===== src/rtl/inst_fetch_queue_if.sv =====
// inst_fetch_queue_if
//   Bundles every non-clock, non-reset signal of the instruction-fetch queue:
//   fetch control (start_i, redirect_i, redirect_pc_i), the combinational
//   instruction-memory port (imem_addr_o, imem_req_o, imem_data_i) and the
//   decode-side valid/ready handshake (inst_o, pc_o, valid_o, ready_i,
//   count_o).
//   Signal suffixes are named from the fetch queue's point of view.
//   modport master : the fetch queue itself.
//   modport slave  : the surrounding environment (memory, decode, control).
interface inst_fetch_queue_if #(
  parameter int DEPTH = 4
);
  localparam int CW = $clog2(DEPTH + 1);

  logic          start_i;
  logic [31:0]   imem_addr_o;
  logic          imem_req_o;
  logic [31:0]   imem_data_i;
  logic          redirect_i;
  logic [31:0]   redirect_pc_i;
  logic [31:0]   inst_o;
  logic [31:0]   pc_o;
  logic          valid_o;
  logic          ready_i;
  logic [CW-1:0] count_o;

  modport master (
    input  start_i, imem_data_i, redirect_i, redirect_pc_i, ready_i,
    output imem_addr_o, imem_req_o, inst_o, pc_o, valid_o, count_o
  );

  modport slave (
    output start_i, imem_data_i, redirect_i, redirect_pc_i, ready_i,
    input  imem_addr_o, imem_req_o, inst_o, pc_o, valid_o, count_o
  );
endinterface


===== src/rtl/inst_fetch_queue.sv =====
// inst_fetch_queue
//   Instruction-fetch front end feeding decode. Owns the fetch PC, drives a
//   combinational instruction memory and buffers {pc, instruction} pairs in a
//   DEPTH-entry FIFO that decode drains over a valid/ready handshake.
//   A redirect flushes the FIFO and restarts fetch at a word-aligned PC.
//
// Ports
//   clk_i  : clock, all state updates on the rising edge
//   rst_i  : synchronous active-high reset, overrides every other input
//   fq     : inst_fetch_queue_if.master (fetch control, imem port, decode
//            handshake, occupancy)
//
// Parameters
//   DEPTH    : FIFO entries, power of two, at least 2
//   RESET_PC : fetch PC loaded on reset, word aligned
//
// Optional feature
//   FETCH_BYPASS_EN : when defined and the FIFO is empty, the word being
//   fetched is presented to decode in the same cycle; if decode takes it, it
//   is never written into the FIFO.
module inst_fetch_queue #(
  parameter int          DEPTH    = 4,
  parameter logic [31:0] RESET_PC = 32'h0000_0000
) (
  input  logic               clk_i,
  input  logic               rst_i,
  inst_fetch_queue_if.master fq
);

  localparam int PW = $clog2(DEPTH);
  localparam int CW = $clog2(DEPTH + 1);
  localparam logic [CW-1:0] DEPTH_C = CW'(DEPTH);

  logic [31:0]   fetch_pc_r;
  logic [PW-1:0] rd_ptr_r;
  logic [PW-1:0] wr_ptr_r;
  logic [CW-1:0] count_r;
  logic [31:0]   pc_mem_r   [DEPTH];
  logic [31:0]   inst_mem_r [DEPTH];

  logic bypass_s;
  logic valid_s;
  logic pop_s;
  logic space_s;
  logic req_s;
  logic push_fifo_s;
  logic pop_fifo_s;

  // Handshake, space and fetch-request decode plus head-entry output muxing.
  always_comb begin
    bypass_s = 1'b0;
`ifdef FETCH_BYPASS_EN
    bypass_s = (count_r == {CW{1'b0}}) & fq.start_i & ~fq.redirect_i & ~rst_i;
`endif
    valid_s = (count_r != {CW{1'b0}}) | bypass_s;
    pop_s   = valid_s & fq.ready_i;
    // A full FIFO still has room when its head leaves this cycle.
    space_s = (count_r < DEPTH_C) | pop_s;
    req_s   = fq.start_i & space_s & ~fq.redirect_i & ~rst_i;
    // A bypassed word that decode accepts never touches the storage.
    push_fifo_s = req_s & ~(bypass_s & fq.ready_i);
    pop_fifo_s  = pop_s & ~bypass_s;

    fq.valid_o     = valid_s;
    fq.imem_req_o  = req_s;
    fq.imem_addr_o = fetch_pc_r;
    fq.count_o     = count_r;
    if (bypass_s) begin
      fq.inst_o = fq.imem_data_i;
      fq.pc_o   = fetch_pc_r;
    end else begin
      fq.inst_o = inst_mem_r[rd_ptr_r];
      fq.pc_o   = pc_mem_r[rd_ptr_r];
    end
  end

  // Fetch PC, pointers and occupancy; reset beats redirect beats normal flow.
  always_ff @(posedge clk_i) begin
    if (rst_i) begin
      fetch_pc_r <= RESET_PC;
      rd_ptr_r   <= {PW{1'b0}};
      wr_ptr_r   <= {PW{1'b0}};
      count_r    <= {CW{1'b0}};
    end else if (fq.redirect_i) begin
      fetch_pc_r <= {fq.redirect_pc_i[31:2], 2'b00};
      rd_ptr_r   <= {PW{1'b0}};
      wr_ptr_r   <= {PW{1'b0}};
      count_r    <= {CW{1'b0}};
    end else begin
      if (req_s) begin
        fetch_pc_r <= fetch_pc_r + 32'd4;
      end
      // DEPTH is a power of two, so pointers wrap by natural overflow.
      if (push_fifo_s) begin
        wr_ptr_r <= wr_ptr_r + PW'(1);
      end
      if (pop_fifo_s) begin
        rd_ptr_r <= rd_ptr_r + PW'(1);
      end
      case ({push_fifo_s, pop_fifo_s})
        2'b10:   count_r <= count_r + CW'(1);
        2'b01:   count_r <= count_r - CW'(1);
        default: count_r <= count_r;
      endcase
    end
  end

  // Entry storage; contents are qualified by count, so no reset is needed.
  always_ff @(posedge clk_i) begin
    if (push_fifo_s) begin
      pc_mem_r[wr_ptr_r]   <= fetch_pc_r;
      inst_mem_r[wr_ptr_r] <= fq.imem_data_i;
    end
  end

endmodule


===== src/flat_wrapper.sv =====
// flat-port wrapper written by rule: the top's interface ports become plain ports
module inst_fetch_queue_flat 
#(
  parameter int          DEPTH    = 4,
  parameter logic [31:0] RESET_PC = 32'h0000_0000
)
  (clk_i, rst_i, fq_start_i, fq_imem_data_i, fq_redirect_i, fq_redirect_pc_i, fq_ready_i, fq_imem_addr_o, fq_imem_req_o, fq_inst_o, fq_pc_o, fq_valid_o, fq_count_o);
  inst_fetch_queue_if #(.DEPTH(DEPTH)) fq_i ();
  input  logic clk_i;
  input  logic rst_i;
  input wire logic [$bits(fq_i.start_i)-1:0] fq_start_i;
  input wire logic [$bits(fq_i.imem_data_i)-1:0] fq_imem_data_i;
  input wire logic [$bits(fq_i.redirect_i)-1:0] fq_redirect_i;
  input wire logic [$bits(fq_i.redirect_pc_i)-1:0] fq_redirect_pc_i;
  input wire logic [$bits(fq_i.ready_i)-1:0] fq_ready_i;
  output wire logic [$bits(fq_i.imem_addr_o)-1:0] fq_imem_addr_o;
  output wire logic [$bits(fq_i.imem_req_o)-1:0] fq_imem_req_o;
  output wire logic [$bits(fq_i.inst_o)-1:0] fq_inst_o;
  output wire logic [$bits(fq_i.pc_o)-1:0] fq_pc_o;
  output wire logic [$bits(fq_i.valid_o)-1:0] fq_valid_o;
  output wire logic [$bits(fq_i.count_o)-1:0] fq_count_o;
  assign fq_i.start_i = fq_start_i;
  assign fq_i.imem_data_i = fq_imem_data_i;
  assign fq_i.redirect_i = fq_redirect_i;
  assign fq_i.redirect_pc_i = fq_redirect_pc_i;
  assign fq_i.ready_i = fq_ready_i;
  assign fq_imem_addr_o = fq_i.imem_addr_o;
  assign fq_imem_req_o = fq_i.imem_req_o;
  assign fq_inst_o = fq_i.inst_o;
  assign fq_pc_o = fq_i.pc_o;
  assign fq_valid_o = fq_i.valid_o;
  assign fq_count_o = fq_i.count_o;
  inst_fetch_queue #(.DEPTH(DEPTH), .RESET_PC(RESET_PC)) u_core (.clk_i(clk_i), .rst_i(rst_i), .fq(fq_i));
endmodule

===== config.mk =====
export PLATFORM = sky130hd
export DESIGN_NAME = inst_fetch_queue_flat
export DESIGN_NICKNAME = d
export VERILOG_FILES = /design/src/rtl/inst_fetch_queue_if.sv /design/src/rtl/inst_fetch_queue.sv /design/src/flat_wrapper.sv
export SDC_FILE = /design/constraint.sdc
export NUM_CORES = 1
export LEC_CHECK = 0
export CORE_ASPECT_RATIO = 0.7
export CORE_MARGIN = 5
export CORE_UTILIZATION = 58
export DETAILED_ROUTE_END_ITERATION = 8
export PLACE_DENSITY = 0.86
export SYNTH_ARGS = -nofsm -noshare
export SYNTH_HDL_FRONTEND = slang
export SYNTH_SLANG_ARGS = --single-unit
export TNS_END_PERCENT = 5

===== constraint.sdc =====
create_clock -name clk_i -period 4.6 [get_ports clk_i]
set_input_delay 0.46 -clock clk_i [delete_from_list [all_inputs] [get_ports clk_i]]
set_output_delay 0.46 -clock clk_i [all_outputs]
set_load 0.05 [all_outputs]

# Yosys cells after proc, flatten, opt, wreduce, memory -nomap -nowiden
# Memories as Yosys holds them, arrays and structs flattened. A register that Yosys moved wholly into a read port is not among the register bits.
# Cells that the tools add are included.
classes:
  order_cmp: 1
  n_bitwise: 7
  eq_ne: 2
  muxes: 9
  n_reduce_logical: 4
  addsub: 5
ops:
  columns: ["op", "count"]
  rows:
  - ["two-way mux 32 bit", 2]
  - ["adder 32 x 3 -> 32 bit (second input constant)", 1]
  - ["two-way mux 2 bit", 4]
  - ["one-hot mux 3 bit (2 select lines)", 1]
  - ["adder 2 x 1 -> 2 bit (second input constant)", 2]
  - ["AND 1 bit", 4]
  - ["nonzero test 2 bit", 2]
  - ["adder 3 x 1 -> 3 bit (second input constant)", 1]
  - ["< comparator 3 bit (second input constant)", 1]
  - ["nonzero test 3 bit", 1]
  - ["subtractor 3 x 1 -> 3 bit (second input constant)", 1]
  - ["equality test 2 x 1 -> 1 bit (second input constant)", 1]
  - ["equality test 2 bit (second input constant)", 1]
  - ["two-way mux 1 bit", 2]
  - ["NOT 1 bit", 2]
  - ["OR reduction 2 bit", 1]
  - ["OR 1 bit", 1]
totals:
  inputBits: 69
  n_memories: 2
  output_inout_bits: 101
  ram_bits: 256
  ff_bits: 39
  wordCells: 35
mem_list:
  columns: ["memory", "depth", "width", "rd", "rd_clocked_by_memory_dff", "wr", "line_no", "rtl"]
  rows:
  - ["u_core.inst_mem_r", 4, 32, 1, 1, 1, "inst_fetch_queue.sv:39", "logic [31:0] inst_mem_r [DEPTH];"]
  - ["u_core.pc_mem_r", 4, 32, 1, 1, 1, "inst_fetch_queue.sv:38", "logic [31:0] pc_mem_r [DEPTH];"]

# Logic depth before layout (Yosys ltp)
depth:
  depth_word: 8
  ltp_mapped: 10
  mapped_depth_nobuf: 9

# Least setup slack after synthesis
# Ideal clock, no wire load.
synth_path:
  kind: "register -> register"
  startpoint: "reg u_core.count_r[2] (netlist: u_core.fq.count_o[2])"
  endpoint: "mem u_core.inst_mem_r[0][0], enable pin"
  path_buffers: 1
  setup_time_ns: 0.427
  path_stages_with_launch: 5
  required_ns: 4.173
  arrival_ns: 2.639
  synth_period_minus_slack_ns: 3.066
  slack_ns: 1.534
  cell_sequence: "dfxtp_1 -> nand2b_1 -> and2_1 -> clkbuf_1 -> and3_1"
synth_via:
  elab_chain_cells: 8
  word_cells_on_any_way: 9
  cone_classes: "order compare (1); mux (2); bitwise (5); reduce/logical (1)"
synth_rtl:
  columns: ["element", "line_no", "rtl"]
  rows:
  - ["start: declaration", "inst_fetch_queue.sv:37", "logic [CW-1:0] count_r;"]
  - ["start signal: assignment", "inst_fetch_queue.sv:83", "count_r <= {CW{1'b0}};"]
  - ["start signal: assignment", "inst_fetch_queue.sv:88", "count_r <= {CW{1'b0}};"]
  - ["start signal: assignment", "inst_fetch_queue.sv:101", "2'b10: count_r <= count_r + CW'(1);"]
  - ["parallel branches: the longest is 2 deep, another holds < comparator 3 bit", null, null]
  - ["OR 1 bit *", "inst_fetch_queue.sv:58", "space_s = (count_r < DEPTH_C) | pop_s;"]
  - ["AND 1 bit * (3 in a row)", "inst_fetch_queue.sv:59", "req_s = fq.start_i & space_s & ~fq.redirect_i & ~rst_i;"]
  - ["two-way mux 1 bit *", "inst_fetch_queue.sv:110", "if (push_fifo_s) begin"]
  - ["two-way mux 1 bit (not written as such) *", "inst_fetch_queue.sv:112", "inst_mem_r[wr_ptr_r] <= fq.imem_data_i;"]
  - ["end: declaration", "inst_fetch_queue.sv:39", null]
# Every way passes the cells marked *.

==> results.py <==
metrics = {
    "status": {
        "outcome": "finished, final reports clean",
    },
    "yosys": {
        "synth_cells": 581,
        "ys_top_cells_by_count": "edfxtp_1 (248), mux4_2 (62), dfxtp_1 (39)",
        "syn_area_um2": 11000,
        "yosys_warnings": 0,
        "ys_types": 37,
        "synth_edf_count": 248,
        "yosysSeqAreaShare": 0.746,
        "netlist.area_leader.share": 0.676,
        "yosys.area.top_type": "edfxtp_1",
        "synth_most_common_cell": "edfxtp_1",
        "synth_area_per_cell_um2": 19.0,
        "synth_ff_type": "edfxtp_1",
        "async_flop_share": 0,
        "ys_ff_latch": 287,
        "synth_area_leaders": "edfxtp_1 (68%), mux4_2 (13%), dfxtp_1 (7.1%)",
    },
    "routing": {
        "drt-initial-drc-count": 545,
        "viasPerCell": 6.00,
        "drt-total-wl_um": 23100,
        "wire_per_inst_um": 22.8,
        "drcViolationCount": 0,
        "num_vias": 6073,
        "dr.pass1.iters": 6,
        "drtAntennaViolNets": 0,
    },
    "cts": {
        "cts_resized": 0,
        "cts_max_path_buffers": 3,
        "ctsRootBufferMaster": "clkbuf_16",
        "cts_tree": "done",
        "clkSinkCount": 287,
        "cts.clk_slew.worst_paths_ns": 0.06,
        "htree_levels": 1,
        "worst_skew_pair.late_latency_ns": 0.52,
        "post_cts_buffers": 0,
        "cts_buffers": 27,
        "hold_buffers": 0,
    },
    "pwr": {
        "ir_drop_mv": 0.274,
        "power_mw": 5.44,
        "powerDensity_nw_per_um2": 395,
        "power_leakage_nw": 4.42,
    },
    "grt": {
        "grt_overflow": 0,
        "grt_pass1_wl_um": 35900,
        "grt_usage": 0.210,
        "antenna_found_initial": 0,
        "grt_max_degree": 63,
        "grt_pass1_vias": 6348,
    },
    "worst_setup_path": {
        "r2r_cells": 5,
        "cp-end-kind": "output port",
        "critPathKind": "flop to output port",
        "required_ns": 4.14,
        "path_max_fanout": 35,
        "cp-start-kind": "flop",
        "crit_arrival_ns": 3.08,
    },
    "floorplan": {
        "initial_core_util": 0.586,
        "core-area_um2": 18800,
        "ios": 170,
        "die_x_um": 175,
        "die_h_um": 125,
        "dieArea_um2": 21900,
        "rows": 42,
    },
    "timing": {
        "final-setup-viol-count": 0,
        "clock_skew_ns": 0.0193,
        "final_hold_viol_count": 0,
        "tightest_slew_ns": 1.00,
        "setup_tns_ns": 0,
        "fin_crit_sh": 0.770,
        "drv_slew": 0,
        "period_needed_ns": 3.54,
        "worst_slew_margin_rel": 0.330,
        "rsz0062_at_grt": "false",
        "clock.fmax_mhz": 282,
    },
    "placement": {
        "place_congestion": 0.863,
        "port-buffer-count": 163,
        "dp_hpwl_um": 14100,
    },
    "layout": {
        "final_net_count": 827,
        "drive_above_1_share": 0.152,
        "syn2layout_area_growth_pct": 24.9,
        "diodes": 0,
    },
    "hold_path": {
        "hold_path_depth": 2,
        "hold_class": "flop to flop",
    },
    "flow_run": {
        "cap_violations": 0,
    },
}
==> per-stage QoR <==
step | worst slack [ns] | utilization | hold slack [ns] | area, um^2 | std cells
final | 1.06 | 0.732 | 0.519 | 13800 | 1012
after global routing | 0.830 | 0.732 | 0.533 | 13800 | 1012
after CTS | 0.955 | 0.732 | 0.511 | 13800 | 1012
after detailed placement | 1.51 | 0.686 | 0.500 | 12900 | 964
after global placement | 1.55 | 0.686 | 0.482 | 12900 | 964
after floorplan | 1.53 | - | 0.469 | 11000 | 584
==> layout by cell type, fill, tap and decap left out, types with 8 or more instances in the layout <==
cell type        netlist  layout
a211oi_1              19      19
a21oi_1                8       8
clkbuf_16              0      29
clkdlybuf4s50_1        0     163
dfxtp_1               39      37
edfxtp_1             248     248
inv_1                  8       8
mux4_2                62      62
nand2_1               26      26
nand3_1               14      14
nand4_1               10      10
nor2_1                35      35
xor2_1                26      26
==> worst paths after layout <==
path,start,to,slack (ns)
max,flop,fq_inst_o[9],1.06
min,u_core.wr_ptr_r[1]$_SDFFE_PP0P_,u_core.wr_ptr_r[1]$_SDFFE_PP0P_,0.52
max reg2reg,u_core.fq.imem_addr_o[4]$_SDFFE_PP0P_,u_core.fq.imem_addr_o[31]$_SDFFE_PP0P_,2.11
min reg2reg,u_core.wr_ptr_r[1]$_SDFFE_PP0P_,u_core.wr_ptr_r[1]$_SDFFE_PP0P_,0.52
==> critical path: stages, from the launching register on <==
cell	delay (ns)
dfxtp_4	0.82
buf_4	0.43
mux4_2	0.57
clkdlybuf4s50_1	0.73
==> kinds of logic (layout without fill, tap and decap cells) <==
group / Yosys count / after routing / share of synthesized area
AOI/OAI and AO/OA: 35 / 35 / 0.0212
DFF: 287 / 287 / 0.746
muxes: 63 / 63 / 0.128
xor gates and xnor gates: 32 / 32 / 0.0254
other: 1 / 4 / 0.000340
buffers and inverters: 39 / 225 / 0.0150
and+or+nand+nor: 117 / 117 / 0.0555
adders and majority gates: 7 / 7 / 0.00863
==> registers in the layout, summed over array words and instances, names as in the netlist, named ones only <==
signal / cells
u_core.wr_ptr_r: 2
u_core.pc_mem_r: 120
u_core.inst_mem_r: 128
u_core.fq.imem_addr_o: 30
u_core.fq.count_o: 3
u_core.rd_ptr_r: 2
==> power by group <==
group          internal (mW)  switching [mW]  leakage, nW  total (mW)
clock                   1.25           0.887        0.427        2.13
sequential              2.87          0.0518         2.60        2.92
combinational          0.149           0.234         1.39       0.383
==> layer usage <==
| layer | up-vias | GRT usage | wire length [um] |
|---|---|---|---|
| met5 | - | 0 | 0 |
| met3 | 36 | 0.0558 | 2020 |
| met4 | 0 | 0.0476 | 434 |
| met2 | 302 | 0.328 | 10800 |
| li1 | 2641 | - | - |
| met1 | 3094 | 0.305 | 9830 |
==> cell type report <==
| cell class | instances | area (um^2) |
|---|---|---|
| flip-flops and latches | 287 | 8240 |
| inverters | 9 | 33.8 |
| repair buffers | 168 | 1670 |
| multi-input cells | 258 | 2660 |
| well taps | 242 | 303 |
| fillers | 1132 | 5050 |
| clock buffers | 38 | 790 |
| clock inverters | 10 | 71.3 |
(Power assumes the default switching activity.)
